**src/rtl/ga_run_ctrl.sv**
```systemverilog
// ga_run_ctrl: multi-run sequencer for one GA core; keeps the best result over a job.
// Optional per-run watchdog: define GA_RUN_TIMEOUT_EN.
module ga_run_ctrl #(
   parameter int MAX_RUNS    = 8,
   parameter int CHROM_W     = 8,
   parameter int FIT_W       = 27,
   parameter int RESET_CYC   = 2,
   parameter int TIMEOUT_CYC = 4096
) (
   input  logic                          clk,
   input  logic                          reset,
   input  logic                          start,
   input  logic [$clog2(MAX_RUNS+1)-1:0] num_runs,
   input  logic [31:0]                   base_seed,
   output logic                          core_reset,
   output logic [31:0]                   core_seed,
   input  logic                          core_finished,
   input  logic [CHROM_W-1:0]            core_best,
   input  logic [FIT_W-1:0]              core_best_fit,
   output logic                          busy,
   output logic                          done,
   output logic [$clog2(MAX_RUNS)-1:0]   run_idx,
   output logic [CHROM_W-1:0]            g_best,
   output logic [FIT_W-1:0]              g_best_fit,
   output logic [$clog2(MAX_RUNS)-1:0]   g_best_run,
   output logic                          timeout_err
);

   localparam int NW = $clog2(MAX_RUNS+1);
   localparam int CW = (RESET_CYC > 1) ? $clog2(RESET_CYC) : 1;
   localparam logic [NW-1:0] MAXR = NW'(MAX_RUNS);

   localparam logic [1:0] S_IDLE = 2'd0;
   localparam logic [1:0] S_RST  = 2'd1;
   localparam logic [1:0] S_RUN  = 2'd2;
   localparam logic [1:0] S_DONE = 2'd3;

   logic [1:0]    state;
   logic [CW-1:0] rst_cnt;
   logic [NW-1:0] runs_eff;
   logic [NW-1:0] runs_cl;
   logic          fin_q;
   logic          accept;
   logic          rise;
   logic          tmo;
   logic          end_run;
   logic          last_run;
   logic          take;
   logic [31:0]   seed_nxt;

   assign core_reset = (state != S_RUN);
   assign busy       = (state == S_RST) || (state == S_RUN);
   assign done       = (state == S_DONE);

   assign accept   = start && ((state == S_IDLE) || (state == S_DONE));
   assign rise     = (state == S_RUN) && core_finished && !fin_q;
   assign end_run  = rise || tmo;
   assign last_run = (NW'(run_idx) == (runs_eff - NW'(1)));
   assign take     = rise && ((run_idx == '0) || (core_best_fit > g_best_fit));
   assign seed_nxt = {1'b0, core_seed[31:1]}
                   ^ (core_seed[0] ? 32'h8020_0003 : 32'h0);

   // Clamp the requested run count to 1..MAX_RUNS
   always_comb begin
      runs_cl = num_runs;
      if (num_runs == '0)
         runs_cl = NW'(1);
      else if (num_runs > MAXR)
         runs_cl = MAXR;
   end

   // Previous finished level; held high while the core is in reset so a stuck level never counts
   always_ff @(posedge clk) begin
      if (reset)
         fin_q <= 1'b1;
      else if (core_reset)
         fin_q <= 1'b1;
      else
         fin_q <= core_finished;
   end

`ifdef GA_RUN_TIMEOUT_EN
   localparam int TW = $clog2(TIMEOUT_CYC+1);
   logic [TW-1:0] tcnt;

   assign tmo = (state == S_RUN) && !rise && (tcnt == TW'(TIMEOUT_CYC-1));

   // Per-run watchdog: zero outside RUN, counts RUN cycles
   always_ff @(posedge clk) begin
      if (reset)
         tcnt <= '0;
      else if (state != S_RUN)
         tcnt <= '0;
      else
         tcnt <= tcnt + TW'(1);
   end
`else
   assign tmo = 1'b0;
`endif

   // Run sequencing, seed stepping and best-of-job capture
   always_ff @(posedge clk) begin
      if (reset) begin
         state       <= S_IDLE;
         rst_cnt     <= '0;
         runs_eff    <= '0;
         run_idx     <= '0;
         core_seed   <= '0;
         g_best      <= '0;
         g_best_fit  <= '0;
         g_best_run  <= '0;
         timeout_err <= 1'b0;
      end else begin
         unique case (state)
            S_IDLE, S_DONE: begin
               if (accept) begin
                  runs_eff    <= runs_cl;
                  core_seed   <= (base_seed == 32'h0) ? 32'h1 : base_seed;
                  run_idx     <= '0;
                  g_best      <= '0;
                  g_best_fit  <= '0;
                  g_best_run  <= '0;
                  timeout_err <= 1'b0;
                  rst_cnt     <= '0;
                  state       <= S_RST;
               end
            end
            S_RST: begin
               if (rst_cnt == CW'(RESET_CYC-1))
                  state <= S_RUN;
               else
                  rst_cnt <= rst_cnt + CW'(1);
            end
            S_RUN: begin
               if (take) begin
                  g_best     <= core_best;
                  g_best_fit <= core_best_fit;
                  g_best_run <= run_idx;
               end
               if (tmo)
                  timeout_err <= 1'b1;
               if (end_run) begin
                  if (last_run) begin
                     state <= S_DONE;
                  end else begin
                     run_idx   <= run_idx + 1'b1;
                     core_seed <= seed_nxt;
                     rst_cnt   <= '0;
                     state     <= S_RST;
                  end
               end
            end
            default: state <= S_IDLE;
         endcase
      end
   end

endmodule

```
**config.mk**
```make
export PLATFORM = sky130hd
export DESIGN_NAME = ga_run_ctrl
export DESIGN_NICKNAME = d
export VERILOG_FILES = /design/src/rtl/ga_run_ctrl.sv
export SDC_FILE = /design/constraint.sdc
export NUM_CORES = 1
export LEC_CHECK = 0
export ABC_AREA = 0
export CAP_MARGIN = 10
export CORE_ASPECT_RATIO = 2
export CORE_MARGIN = 4
export CORE_UTILIZATION = 48
export DETAILED_ROUTE_END_ITERATION = 16
export PLACE_DENSITY = 0.81
export SLEW_MARGIN = 30
export SYNTH_ARGS = -nofsm -noshare
export SYNTH_HDL_FRONTEND = slang
export SYNTH_SLANG_ARGS = --single-unit
```
**constraint.sdc**
```tcl
create_clock -name clk -period 6.7 [get_ports clk]
set_input_delay 1.34 -clock clk [delete_from_list [all_inputs] [get_ports clk]]
set_output_delay 1.34 -clock clk [all_outputs]
set_load 0.03 [all_outputs]
```
# After elaboration in Yosys (flattened, before gate mapping)
# Index checks and enable logic that the tools add are counted.
dict set report totals {
  reg_bits 81
  inputBits 75
  output_inout_bits 77
}
dict set report classes {
  addsub 3
  order_cmp 2
  eq_ne 10
  n_mux 30
  bitwise_logic 1
  n_reduce_logical 20
}
# operator n
set ops {}
lappend ops {{32-bit two-way mux} 5}
lappend ops {{32-bit case mux with 2 select lines} 1}
lappend ops {{27-bit two-way mux} 2}
lappend ops {{27-bit case mux with 2 select lines} 1}
lappend ops {{32-bit logical NOT} 1}
lappend ops {{31-bit by 32-bit XOR with 32-bit output} 1}
lappend ops {{27-bit > comparator} 1}
lappend ops {{8-bit two-way mux} 2}
lappend ops {{8-bit case mux with 2 select lines} 1}
lappend ops {{3-bit two-way mux} 4}
lappend ops {{2-bit inequality test, second input constant} 6}
lappend ops {{3-bit case mux with 2 select lines} 2}
lappend ops {{3-bit AND reduction} 3}
lappend ops {{2-bit two-way mux} 4}
lappend ops {{4-bit two-way mux} 2}
lappend ops {{2-bit case mux with 3 select lines} 1}
lappend ops {{2-bit equality test, second input constant} 2}
lappend ops {{3-bit by 4-bit equality test with 1-bit output} 1}
lappend ops {{4-bit > comparator, second input constant} 1}
lappend ops {{1-bit logical AND} 4}
lappend ops {{4-bit logical NOT} 1}
lappend ops {{1-bit two-way mux} 4}
lappend ops {{4-bit AND reduction} 1}
lappend ops {{2-bit OR reduction} 2}
lappend ops {{other kinds (11)} 13}

# Longest topological paths before layout
# Gate-level depths: netlist of the first run.
dict set report depth {
  depth_word 6
  depth_mapped 10
  ltp_nobuf 8
}

# Worst setup path before layout of the first run
# No wires, ideal clock.
dict set report synth_timing {
  kind {input to register}
  startpoint {in core_best_fit[6]}
  endpoint {reg g_best[0]}
  arrival_ns 3.025
  t_required_ns 6.574
  path_slack_ns 3.549
  cell_stages 9
  n_path_buf 2
  cell_sequence {ha_1 a21oi_1 o21ai_0 a2111o_1 a221oi_2 o211a_1 buf_6 buf_12 o22ai_2}
}
dict set report synth_between {
  elab_chain_len 5
}
# element line_no
set synth_rtl {}
lappend synth_rtl {{start: declaration} 19} ;# input logic [FIT_W-1:0] core_best_fit,
lappend synth_rtl {{27-bit > comparator} 59} ;# assign take = rise && ((run_idx == '0) || (core_best_fit > g_best_fit));
lappend synth_rtl {{1-bit logical OR} 59}
lappend synth_rtl {{1-bit logical AND} 59}
lappend synth_rtl {{2-bit inequality test (no line)} -}
lappend synth_rtl {{3-bit AND reduction (no line)} -}
lappend synth_rtl {{end signal: assignment} 136} ;# g_best <= core_best;
lappend synth_rtl {{end: declaration} 23} ;# output logic [CHROM_W-1:0] g_best,
# Every way passes these cells.
# A chain may end at the register's enable or synchronous reset.

# Worst setup path after layout of the first run
dict set report layout_timing {
  startpoint {in core_best_fit[6]}
  endpoint {reg g_best_fit[19]}
}
dict set report layout_between {
  elab_chain_len 5
}
# element line_no
set layout_rtl {}
lappend layout_rtl {{27-bit > comparator} 59}
lappend layout_rtl {{1-bit logical OR} 59}
lappend layout_rtl {{1-bit logical AND} 59}
lappend layout_rtl {{2-bit inequality test (no line)} -}
lappend layout_rtl {{3-bit AND reduction (no line)} -}
lappend layout_rtl {{end signal: assignment} 137} ;# g_best_fit <= core_best_fit;
lappend layout_rtl {{end: declaration} 24} ;# output logic [FIT_W-1:0] g_best_fit,
# Every way passes these cells.

==> impl_results.md, run 1 <==
* Vias in the first global route at roughly 4,400
* Hold Buf Count CTS at 0
* Slowest stage delay, CP at approximately 0.65 ns
* Syn nets at 622
* Commonest non-fill, non-tap cell in the layout: clkdlybuf4s50_1
* Total die area at 0.0112 mm^2
* DR iter-0 viols at between 150 and 200
* Die Height at between 100 and 150 um
* P&R area growth vs syn at 40.4%
* Primary FF master, synth: dfxtp_1
* Gr usage total at 0.225
* # H-tree levels at 3
* Critical Path End Type: flip-flop
* Diode count at 0
* PostCTS Resize Cnt at 0
* Largest family of logic cells by synthesized area: compound AO/OA/AOI/OAI gates
* Setup TNS at 0 ns
* Clk buf depth at 2
* DR vias at approximately 4,200
* Synth warn at 0
* CTS clk-pin slew, worst paths at around 0.060 ns
* Row Count at 50
* Detailed placer's ending HPWL at around 9.3 mm
* Syn Inst Count at between 500 and 600
* Slowest CP cell: o211a_4
* Crit Path Max Fanout at 37
* Adder-cell share of the synthesized area at 0.0938
* Number of vias per cell at between 5 and 6
* Worst-Margin Slew at ~0.63 ns
* Reg2Reg Depth at 8
* Placed inst area at 0.00605 mm^2
* Share of cells above drive strength 1 at 0.0998
* Drt wl/cell at 16.7 um
* DRC viols at 0
* Port bufs at 150
* Worst flop-to-flop path startpoint: state[1]
* Startpoint types: input pin
* Fin util at 0.683
* RSZ-0062 raised after global routing: no
* Met3 Use GR at 0.0551
* Initial antenna violation count at 0
* TritonCTS clock tree: yes
* Hold-critical path endpoint: g_best_fit[22]
* FF-to-FF End: g_best_run[2]
* Gr ovfl total at 0
* Most frequent cells in the layout: 150 x clkdlybuf4s50_1, 87 x nand2_1, 81 x dfxtp_1
* Io pins at roughly 150
* Sequential-to-total area share from yosys stat at 0.357
* Hold crit path type: flip-flop to flip-flop
* Crit path DAT at 4.12 ns
* Final Slew Violations at 0
* Hold path cells at 2
* Fin. Hold Viols at 0
* Remaining antenna violation count at 0
* Simple-Gate Fraction of Synth Area at 0.169
* Largest net degree at the start of global routing at 46
* WL final at 12.6 mm
* Worst-Skew Late Latency at 0.33 ns
* Detailed Routing Iterations Pass 1 at 4
* Max rail drop VDD at 0.000175 V
* Status: complete, no violations
* Inserted Clock Buffers at 9
* GRT Max-Usage Layer: met2
* Clk root buf: clkbuf_16
* Final setup fails at 0
* Area of the core at roughly 0.0093 mm^2
* Die X at between 70 and 80 um
* Nets at roughly 760
* Post-layout instance area at about 0.0064 mm^2
* Max Cap Violations at 0
* Worst-path cell chain: clkdlybuf4s50_1, ha_1, a21oi_1, o21ai_0, a2111o_1, a221oi_2, o211a_4, o22ai_1
* First-pass GRT wire length at between 20 and 25 mm
* Pleak at between 2 and 2.5 nW
* Mapped Avg Cell Area at about 8.8 um^2
* Cell variety after synth at 50
* Fmax at 254 MHz
* Clock Skew at approximately 0.0053 ns
* Synth Area in Compound Gates at 0.213
* PwrDens at between 200 and 250 mW/mm^2
* Worst EP required at 6.88 ns
* HP Start: g_best_fit[22]
* Post-Synth XOR/XNOR Area at 0.0130
* # Post-CTS Setup Buffers at 0
* Part of the cycle the worst path needs at 0.588
* Post-synth EDFFs at 0
* M1 GR Usage at 0.234
* Minimum clock period at approximately 4 ns
* FFs w/ async S/R, synth at 0
* GR Layer Usage met2 at 0.417
* CTS Sinks at between 80 and 90
* Starting Density at 0.487
* Syn Std Cell Area at roughly 0.0045 mm^2
* Synth Register Bits at 81
* GPL Wtd Cong at 0.919
* Reg-to-reg slack, setup at 3.62 ns
* Critical path class: input pin to flip-flop
* Mux cell area share after synthesis at 0.0731
* Max-slew headroom at 0.576
[how the worst max path moves through the flow]
stage	startpoint	slack, ns	to
3_3_place_gp	core_best_fit[6]	2.19	g_best_fit[21]
4_1_cts	core_best_fit[14]	2.78	g_best_run[2]
6_report	core_best_fit[6]	2.76	g_best_fit[19]
2_1_floorplan	core_best_fit[6]	3.55	g_best[0]
5_1_grt	core_best_fit[6]	2.64	g_best_fit[19]
3_5_place_dp	core_best_fit[4]	2.45	g_best_fit[19]
[critical path: cells and delay by family]
kind,cells,cell delay [ns]
buffers and inverters,1,0.44
adders and majority gates,1,0.33
AOI/OAI and AO/OA,6,2.00
[layout make-up]
type,count,area (um^2)
clock buffers,13,260
repair buffers,157,1580
clock inverters,2,37.5
fillers,774,2950
multi-input cells,360,2600
inverters,38,143
flip-flops and latches,81,1620
well taps,104,130
[where the power goes]
group	switching, mW	internal (mW)
Sequential	0.0330	0.520
Clock	0.187	0.307
Combinational	0.229	0.170
Total	0.448	0.997
[flip-flops by register name (all words and copies together), names as in the netlist]
signal	cells
g_best_run	3
g_best_fit	27
core_seed	32
runs_eff	4
run_idx	3
state	2
fin_q	1
rst_cnt	1
g_best	8
[stage by stage]
step / power (mW) / instances / hold slack (ns) / setup WS [ns]
3_3_place_gp: 0.939 / 738 / 0.460 / 2.19
3_5_place_dp: 0.956 / 739 / 0.475 / 2.45
5_1_grt: 1.51 / 755 / 0.510 / 2.64
4_1_cts: 1.45 / 754 / 0.485 / 2.78
2_1_floorplan: 0.808 / 513 / 0.450 / 3.55
6_report: 1.45 / 755 / 0.486 / 2.76
[metal layers]
layer / part of all wire / vias up
met5: 0 / -
met4: 0.032 / 0
met2: 0.54 / 147
met1: 0.37 / 1989
li1: - / 2077
met3: 0.060 / 23
[synthesized netlist by cell type (all sizes together), types with 6 or more instances]
| library cell | count | area [um^2] |
|---|---|---|
| o21ai | 9 | 45.0 |
| inv | 38 | 143 |
| nand4 | 6 | 37.5 |
| nand2 | 87 | 327 |
| ha | 34 | 425 |
| a21oi | 22 | 110 |
| nor4 | 10 | 68.8 |
| dfxtp | 81 | 1620 |
| o22ai | 38 | 425 |
| nor2 | 45 | 169 |
| mux2i | 32 | 320 |
| clkbuf | 18 | 68.8 |
| buf | 16 | 149 |
| a211oi | 33 | 253 |
| nand3 | 6 | 30.0 |
[cell families (layout without fill, tap and decap cells)]
logic type,count (synthesis),after routing
adders and majority gates,34,34
muxes,33,33
and+or+nand+nor,171,171
other,1,1
AOI/OAI and AO/OA,116,116
xor gates and xnor gates,5,5
DFF,81,81
buffers and inverters,72,210
No activity file was read; power rests on OpenSTA's default activity.
==> run 2, diff against run 1 <==
--- a/config.mk
+++ b/config.mk
@@ -9,9 +9,9 @@
 export CAP_MARGIN = 10
 export CORE_ASPECT_RATIO = 2
 export CORE_MARGIN = 4
-export CORE_UTILIZATION = 48
+export CORE_UTILIZATION = 46
 export DETAILED_ROUTE_END_ITERATION = 16
-export PLACE_DENSITY = 0.81
+export PLACE_DENSITY = 0.78
 export SLEW_MARGIN = 30
 export SYNTH_ARGS = -nofsm -noshare
 export SYNTH_HDL_FRONTEND = slang
==> constraint.sdc (replaced) <==
create_clock -name clk -period 3.8 [get_ports clk]
set_input_delay 0.76 -clock clk [delete_from_list [all_inputs] [get_ports clk]]
set_output_delay 0.76 -clock clk [all_outputs]
set_load 0.03 [all_outputs]
==> run 2 against run 1 <==
Effect of this change: highest routed layer unchanged; clock skew grew 0.0034 ns; critical path depth grew 1; first-iteration DRC count shrank 25%; clock power increased by 88%.
==> impl_results.md, run 2 (synthesized netlist as in run 1, its figures left out) <==
* Status: complete, no violations (unchanged)
* DRC viols at 0 (unchanged)
* # Post-CTS Setup Buffers at 0 (unchanged)
* Worst EP required at 3.98 ns (was 6.88 ns)
* RSZ-0062 raised after global routing: no (unchanged)
* Io pins at 152 (unchanged)
* Crit path DAT at 3.28 ns (was 4.12 ns)
* Clk root buf: clkbuf_16 (unchanged)
* P&R area growth vs syn at 42.2% (was 40.4%)
* Most frequent cells in the layout: 150 x clkdlybuf4s50_1, 87 x nand2_1, 81 x dfxtp_1 (unchanged)
* Final setup margin at 0.692 ns (was 2.76 ns)
* Largest Register: core_seed (unchanged)
* Worst-path cell chain: clkdlybuf4s50_1, ha_1, a21oi_1, o21ai_0, a2111o_1, a221oi_2, o211a_2, buf_4, o22ai_1 (was clkdlybuf4s50_1, ha_1, a21oi_1, o21ai_0, a2111o_1, a221oi_2, o211a_4, o22ai_1)
* CP Buf/Inv Count at 2 (was 1)
* Number of vias per cell at 5.44 (was 5.61)
* Detailed placer's ending HPWL at 9.57 mm (was 9.31 mm)
* Clock Skew at 0.00877 ns (was 0.00533 ns)
* Vias in the first global route at 4,296 (was 4,364)
* Gr ovfl total at 0 (unchanged)
* Total die area at 0.0116 mm^2 (was 0.0112 mm^2)
* Port bufs at 150 (unchanged)
* GPL Wtd Cong at 0.818 (was 0.919)
* TritonCTS clock tree: yes (unchanged)
* Starting Density at 0.468 (was 0.487)
* Largest register FFs at 32 (unchanged)
* CTS clk-pin slew, worst paths at 0.06 ns (about the same)
* Placed cells at 770 (was 739)
* Diode count at 0 (unchanged)
* Die X at 78.2 um (was 76.7 um)
* Worst-Skew Late Latency at 0.33 ns (about the same)
* Fmax at roughly 320 MHz
* Slowest stage delay, CP at 0.48 ns (was 0.65 ns)
* DR vias at 4,280 (was 4,236)
* Place WS at 0.357 ns (was 2.45 ns)
* Critical path class: input pin to flip-flop (unchanged)
* Row Count at 51 (was 50)
* Non-filler cells, final at 787 (was 755)
* Startpoint types: input pin (unchanged)
* Largest net degree at the start of global routing at 51 (was 46)
* Fin util at 0.665 (was 0.683)
* Slowest CP cell: a2111o_1 (was o211a_4)
* Max Cap Violations at 0 (unchanged)
* CTS Sinks at 81 (unchanged)
* Pleak at 2.24 nW (was 2.21 nW)
* # H-tree levels at 3 (unchanged)
* Inserted Clock Buffers at 9 (unchanged)
* Detailed Routing Iterations Pass 1 at 4 (unchanged)
* Worst-Margin Slew at 0.753 ns (was 0.633 ns)
* Final Slew Violations at 0 (unchanged)
* WL final at 12.6 mm (about the same)
* Clk buf depth at 2 (unchanged)
* Part of the cycle the worst path needs at 0.818
* Nets at 759 (was 756)
* Gr usage total at 0.216 (was 0.225)
* Initial antenna violation count at 0 (unchanged)
* DR iter-0 viols at 147 (was 195)
* Minimum clock period at roughly 3.1 ns
* Hold Buf Count CTS at 0 (unchanged)
* Fin. Hold Viols at 0 (unchanged)
* Setup TNS at 0 ns (unchanged)
* Drt wl/cell at 16.1 um (was 16.7 um)
* Die Height at 148 um (was 145 um)
* Commonest non-fill, non-tap cell in the layout: clkdlybuf4s50_1 (unchanged)
* Share of cells above drive strength 1 at 0.107 (was 0.0998)
* Max rail drop VDD at 0.000285 V (was 0.000175 V)
* Area of the core at 0.00970 mm^2 (was 0.00932 mm^2)
* Hold crit path type: flip-flop to flip-flop (unchanged)
* PwrDens at 405 mW/mm^2 (was 227 mW/mm^2)
* Final setup fails at 0 (unchanged)
* CP top delay family: compound AO/OA/AOI/OAI gates (unchanged)
* Critical Path End Type: flip-flop (unchanged)
* Remaining antenna violation count at 0 (unchanged)
* Crit Path Max Fanout at 14 (was 37)
* Largest regs: core_seed x32, g_best_fit x27, g_best x8 (unchanged)
* First-pass GRT wire length at 20.0 mm (was 20.6 mm)
* Max-slew headroom at 0.496 (was 0.576)
* PostCTS Resize Cnt at 0 (unchanged)
-- run 2: cell count changes in the layout (fill, tap and decap cells not counted), sizes merged --
cell,change
buf,+3
bufinv,+1
clkbuf,-2
clkinv,+3
clkinvlp,-1
-- run 2: where the power goes --
part / total (mW) / internal [mW] / switching [mW]
clock: 0.927 / 0.592 / 0.335
sequential: 0.975 / 0.916 / 0.0591
combinational: 0.711 / 0.303 / 0.408
total: 2.61 / 1.81 / 0.802
-- run 2: final cells by class --
cell class,count,area [um^2]
multi-input cells,360,2590
inverters,38,143
repair buffers,160,1610
fillers,834,3250
well taps,132,165
flip-flops and latches,81,1620
clock buffers,11,243
clock inverters,5,78.8
-- run 2: path summary, 6_finish.rpt --
kind         cells after the start        endpoint              from  slack (ns)
max                              9  g_best_fit[20]  core_best_fit[6]        0.69
min                              2       g_best[7]         g_best[7]        0.48
max reg2reg                      7   g_best_fit[7]          state[1]        1.15
min reg2reg                      2       g_best[7]         g_best[7]        0.48
-- run 2: worst register-to-register path: cells and delay by family (launching register included) --
kind                     cells  cell delay, ns
AO/OA/AOI/OAI                3            0.94
adder cells (fa/ha/maj)      1            0.40
buffers and inverters        2            0.73
flip-flops                   1            0.41
AND/OR/NAND/NOR              1            0.09
-- run 2: through the flow --
stage	hold slack, ns	total power, mW	instance area, um^2
detailed placement	0.466	1.70	6110
finish	0.483	2.61	6450
floorplan	0.450	1.43	4540
CTS	0.483	2.63	6430
global placement	0.463	1.68	6110
global route	0.493	2.73	6450
-- run 2: per-layer routing --
layer / global-route usage / wire [um]
met5: 0 / 0
met4: 0.0954 / 382
met3: 0.0552 / 863
met2: 0.398 / 6650
met1: 0.226 / 4750
==> variant 1, RTL diff (flow settings as in run 2) <==
Build with the macro `GA_RUN_TIMEOUT_EN` defined.
--- a/src/rtl/ga_run_ctrl.sv
+++ b/src/rtl/ga_run_ctrl.sv
@@ -1,4 +1,6 @@
 // ga_run_ctrl: multi-run sequencer for one GA core; keeps the best result over a job.
 // Optional per-run watchdog: define GA_RUN_TIMEOUT_EN.
+`define GA_RUN_TIMEOUT_EN
+
 module ga_run_ctrl #(
    parameter int MAX_RUNS    = 8,
Function: no difference found for any inputs over 4 cycles, from zero or initial values and one cycle with reset high; that may be too few to reach the edited logic, so the function may still have changed.
==> variant 1 against run 2 <==
First-iteration DRC count down 4.8%. Largest cell class unchanged. Non-clock buffer count down 1. Wire length up 1.9%. Power up 3.4%. Largest power group unchanged. Area after synthesis up 6.4%. Synthesized cell count down 2.9%. Sequential cell count up 14. Sequential share of layout area up 3.2 points. Final area up 4.2%. Global-route usage down 0.85 points. Setup slack worse by 27 ps.
==> variant 1: results (changes against run 2) <==
CP max stage cell=or4_1; top post-synthesis cells by count=dfxtp_1, nor2_1, inv_1; GRT Total Usage=20.7% (-0.85 points); syn_nets=608 (-2.3%); CTS H-Tree Depth=3 (unchanged); DR WL/cell=16.5 um (+2.9%); worst-margin pin slew=621 ps (-132 ps); Worst-Skew Late Latency=between 300 and 400 ps; initial antenna violation count=0 (unchanged); Port Buffer Count=151 (+0.67%); initial DRC count=140 (-4.8%); Fillers=865 (+3.7%); slowest stage delay, CP=620 ps (+140 ps); Post-Synth XOR/XNOR Area=2.72% (+1.4 points); peak supply drop=0.335 mV (+18%); Clock Skew=3.37 ps (-5.40 ps); Final nets=750 (-1.2%); ys flop type=dfxtp_1; biggest regs=core_seed: 32 flops, g_best_fit: 27 flops, tcnt: 13 flops; placed insts=764 (-0.78%); crit-path max FO=20 (+6); first-pass GRT wire length=20500 um (+2.7%); Post-synth ARST share=0% (unchanged); top post-synthesis cells by area=dfxtp_1, ha_1, a32o_1, a211oi_2, mux2i_1; crit-path leading delay family=compound AO/OA/AOI/OAI gates; EDFF count, synth=0 (unchanged); largest net degree at the start of global routing=68 (+33%); post_cts resized=0 (unchanged); CTS buffer count=9 (unchanged); Critical Path AT=3360 ps (+80 ps); post-synthesis mux area share=6.84% (-0.47 points); CTS Root Cell=clkbuf_16; Synth Area in Adders=9.07% (-0.31 points); post-synthesis cell type count=46 (-8.0%); compound-cell area share of the yosys netlist=22.5% (+1.2 points); Final GP Congestion=0.834 (+2.0%); synth warn=0 (unchanged); Setup WS pre-CTS=302 ps (-54.9 ps); share of cells above drive strength 1=9.01% (-1.7 points); vias per cell=5.61 (+3.2%); via count=4370 (+2.1%); Post-CTS Setup Inserts=0 (unchanged); synthesized instance count=498 (-2.9%); hpwl dp=9860 um (+3.1%); register area share after synthesis=39.4% (+3.6 points); DP Area=0.00644 sq mm (+5.3%); status=finished clean; Lkg Pwr=2.31 nW (+3.2%); Worst-path clk slew=60 ps (about the same)
[variant 1: cell types whose count changed after synthesis, sizes merged, moves of 3 or more]
| cell | run 2 | this run |
|---|---|---|
| clkbuf | 18 | 13 |
| nand3 | 6 | 15 |
| o21ai | 9 | 12 |
| a32o | 0 | 37 |
| a31oi | 0 | 3 |
| nor2 | 45 | 60 |
| xnor2 | 4 | 8 |
| o22ai | 38 | 1 |
| xor2 | 0 | 7 |
| nand2 | 87 | 15 |
| dfxtp | 81 | 95 |
[variant 1: path summary, 6_finish.rpt]
path                     start              to  slack [ps]  cells past startpoint
min reg2reg      g_best_run[2]   g_best_run[2]         460                      2
max          core_best_fit[18]  g_best_fit[17]         660                      9
min              g_best_run[2]   g_best_run[2]         460                      2
max reg2reg     g_best_fit[16]  g_best_fit[17]        1150                      9
[variant 1: tightest hold or removal path, stage by stage (launching register included)]
cell and delay [ps]:
dfxtp_1 310, nand2_1 50, mux2i_1 50
[variant 1: cell type report]
type	instances	area (sq um)	area share (%)
multi-input combinational	336	2640	39.3
sequential	95	1900	28.3
timing repair buffer	159	1580	23.5
clock buffer	12	236	3.52
tap	135	169	2.51
inverter	39	146	2.18
clock inverter	3	45.0	0.670
[variant 1: report_power, final]
group | switching (mW) | total [mW] | internal (mW) | leakage (nW)
logic | 0.403 | 0.708 | 0.305 | 1.41
registers | 0.0580 | 1.12 | 1.06 | 0.774
clock network | 0.366 | 0.873 | 0.507 | 0.129
total | 0.827 | 2.70 | 1.87 | 2.31
[variant 1: layer usage]
metal	global-route usage [%]	share of wire, %	up-vias
li1	-	-	2116
met1	21.9	37	2086
met2	38.3	54	151
met3	5.42	7.1	17
met4	7.25	2.1	0
met5	0	0	-
==> variant 2, RTL diff (flow settings as in run 2) <==
Without the edit above. Add an input register stage for `start`, `num_runs`, `base_seed`, `core_finished`, `core_best` and `core_best_fit`; this delays them by one clock.
--- a/src/rtl/ga_run_ctrl.sv
+++ b/src/rtl/ga_run_ctrl.sv
@@ -36,4 +36,20 @@
    localparam logic [1:0] S_DONE = 2'd3;
 
+   logic start_q;
+   logic [$clog2(MAX_RUNS+1)-1:0] num_runs_q;
+   logic [31:0] base_seed_q;
+   logic core_finished_q;
+   logic [CHROM_W-1:0] core_best_q;
+   logic [FIT_W-1:0] core_best_fit_q;
+
+   always_ff @(posedge clk) begin
+      start_q         <= start;
+      num_runs_q      <= num_runs;
+      base_seed_q     <= base_seed;
+      core_finished_q <= core_finished;
+      core_best_q     <= core_best;
+      core_best_fit_q <= core_best_fit;
+   end
+
    logic [1:0]    state;
    logic [CW-1:0] rst_cnt;
@@ -53,9 +69,9 @@
    assign done       = (state == S_DONE);
 
-   assign accept   = start && ((state == S_IDLE) || (state == S_DONE));
-   assign rise     = (state == S_RUN) && core_finished && !fin_q;
+   assign accept   = start_q && ((state == S_IDLE) || (state == S_DONE));
+   assign rise     = (state == S_RUN) && core_finished_q && !fin_q;
    assign end_run  = rise || tmo;
    assign last_run = (NW'(run_idx) == (runs_eff - NW'(1)));
-   assign take     = rise && ((run_idx == '0) || (core_best_fit > g_best_fit));
+   assign take     = rise && ((run_idx == '0) || (core_best_fit_q > g_best_fit));
    assign seed_nxt = {1'b0, core_seed[31:1]}
                    ^ (core_seed[0] ? 32'h8020_0003 : 32'h0);
@@ -63,8 +79,8 @@
    // Clamp the requested run count to 1..MAX_RUNS
    always_comb begin
-      runs_cl = num_runs;
-      if (num_runs == '0)
+      runs_cl = num_runs_q;
+      if (num_runs_q == '0)
          runs_cl = NW'(1);
-      else if (num_runs > MAXR)
+      else if (num_runs_q > MAXR)
          runs_cl = MAXR;
    end
@@ -77,5 +93,5 @@
          fin_q <= 1'b1;
       else
-         fin_q <= core_finished;
+         fin_q <= core_finished_q;
    end
 
@@ -116,5 +132,5 @@
                if (accept) begin
                   runs_eff    <= runs_cl;
-                  core_seed   <= (base_seed == 32'h0) ? 32'h1 : base_seed;
+                  core_seed   <= (base_seed_q == 32'h0) ? 32'h1 : base_seed_q;
                   run_idx     <= '0;
                   g_best      <= '0;
@@ -134,6 +150,6 @@
             S_RUN: begin
                if (take) begin
-                  g_best     <= core_best;
-                  g_best_fit <= core_best_fit;
+                  g_best     <= core_best_q;
+                  g_best_fit <= core_best_fit_q;
                   g_best_run <= run_idx;
                end
Formal check against the unedited RTL: not equivalent (a bounded check fails within 4 cycles, from zero or initial values and one cycle with reset high).
==> variant 2 against run 2 <==
Area after synthesis up 29%. Clock skew grew 8.8 ps. Sequential cell count rose by 73. Critical endpoint is now core_seed[28]. Setup slack better by 110 ps. Wire length is 20% higher. Largest power group unchanged. Core utilization fell by 2.2 points. Highest routed layer unchanged. Power is 62% higher. Largest cell class is now registers. Final area is 25% higher.
==> variant 2: results (changes against run 2) <==
CTS buffer count=17 (+8); top post-synthesis cells by count=dfxtp_1, a21oi_1, nor2_1; crit-path max FO=39 (+25); DR WL/cell=17.0 um (+5.6%); DP Area=0.00745 sq mm (+22%); fin util=64.3% (-2.2 points); biggest regs=base_seed_q: 32 flops, core_seed: 32 flops; initial DRC count=145 (-1.4%); Worst-Skew Late Latency=420 ps (+90 ps); via count=4902 (+15%); hpwl dp=10900 um (+14%); Setup WS pre-CTS=834 ps (+477 ps); Final nets=839 (+11%); Lkg Pwr=2.88 nW (+29%); CP max stage cell=o41a_2; share of cells above drive strength 1=6.46% (-4.2 points); register area share after synthesis=52.6% (+17 points); syn_area_per_cell=9.88 sq um (+12%); Fillers=1013 (+21%); first-pass GRT wire length=24400 um (+22%); status=finished clean; Critical Path AT=3320 ps (+40 ps); slew margin rel.=51.1% (+1.5 points); Post-synth ARST share=0% (unchanged); Crit Path Class=reg -> reg; vias per cell=5.49 (+0.94%); GRT Total Usage=21.0% (-0.59 points); Final GP Congestion=0.875 (+6.9%); slowest stage delay, CP=710 ps (+230 ps); post-synthesis cell type count=48 (-4.0%); top post-synthesis cells by area=dfxtp_1, ha_1, mux2i_1, a21oi_1, a211oi_1; CTS H-Tree Depth=4 (+1); Clock Skew=17.5 ps (+8.77 ps); placed insts=861 (+12%); worst min path class=reg -> reg
variant 2: cell types whose count changed in the layout (fill, tap and decap cells not counted), moves of 7 or more:
cell	change
clkbuf_16	+8
nand4_1	+27
o21ai_0	+25
or4_1	+10
o22ai_1	-7
o31ai_1	+10
o22ai_2	-30
a21oi_1	+30
dfxtp_1	+73
nand2_1	-63
variant 2: cells by family (layout without fill, tap and decap cells):
group	after synthesis	after routing	synth area share, %
compound gates	144	144	15.2
xor+xnor	7	7	1.05
fa+ha+maj	34	34	7.26
buf+inv	75	225	5.19
flops	154	154	52.6
mux	31	31	5.30
other cells	1	1	0.0640
simple gates	147	147	13.3
variant 2: worst register-to-register path, delay by kind of cell (launching register included):
family,cells,cell delay (ps)
AO/OA/AOI/OAI,3,1450
adder cells (fa/ha/maj),1,270
flip-flops,1,400
buffers and inverters,2,530
AND/OR/NAND/NOR,2,240
variant 2: path summary, 6_finish.rpt:
check / startpoint / cells past startpoint / to / slack (ps)
worst max-delay path: state[0] / 8 / core_seed[28] / 800
worst min-delay path: core_finished_q / 1 / fin_q / 450
worst max register to register: state[0] / 8 / core_seed[28] / 800
worst min register to register: core_finished_q / 1 / fin_q / 450
variant 2: metal layers:
metal / up-vias / wire length [um] / global-route usage [%]
met1: 2281 / 5460 / 21.0
met2: 178 / 8320 / 38.5
li1: 2404 / - / -
met5: - / 0 / 0
met4: 0 / 550 / 9.82
met3: 39 / 825 / 5.81
variant 2: layout make-up:
cell class              count  share of cell area [%]
inverters                  36                    1.67
clock buffers              18                    5.44
multi-input cells         364                    30.8
repair buffers            157                    19.3
well taps                 150                    2.33
clock inverters            14                    2.28
flip-flops and latches    154                    38.2
variant 2: where the power goes:
part | internal, mW | switching [mW]
Clock | 1.07 | 0.692
Sequential | 1.72 | 0.0833
Combinational | 0.279 | 0.383
Total | 3.07 | 1.16
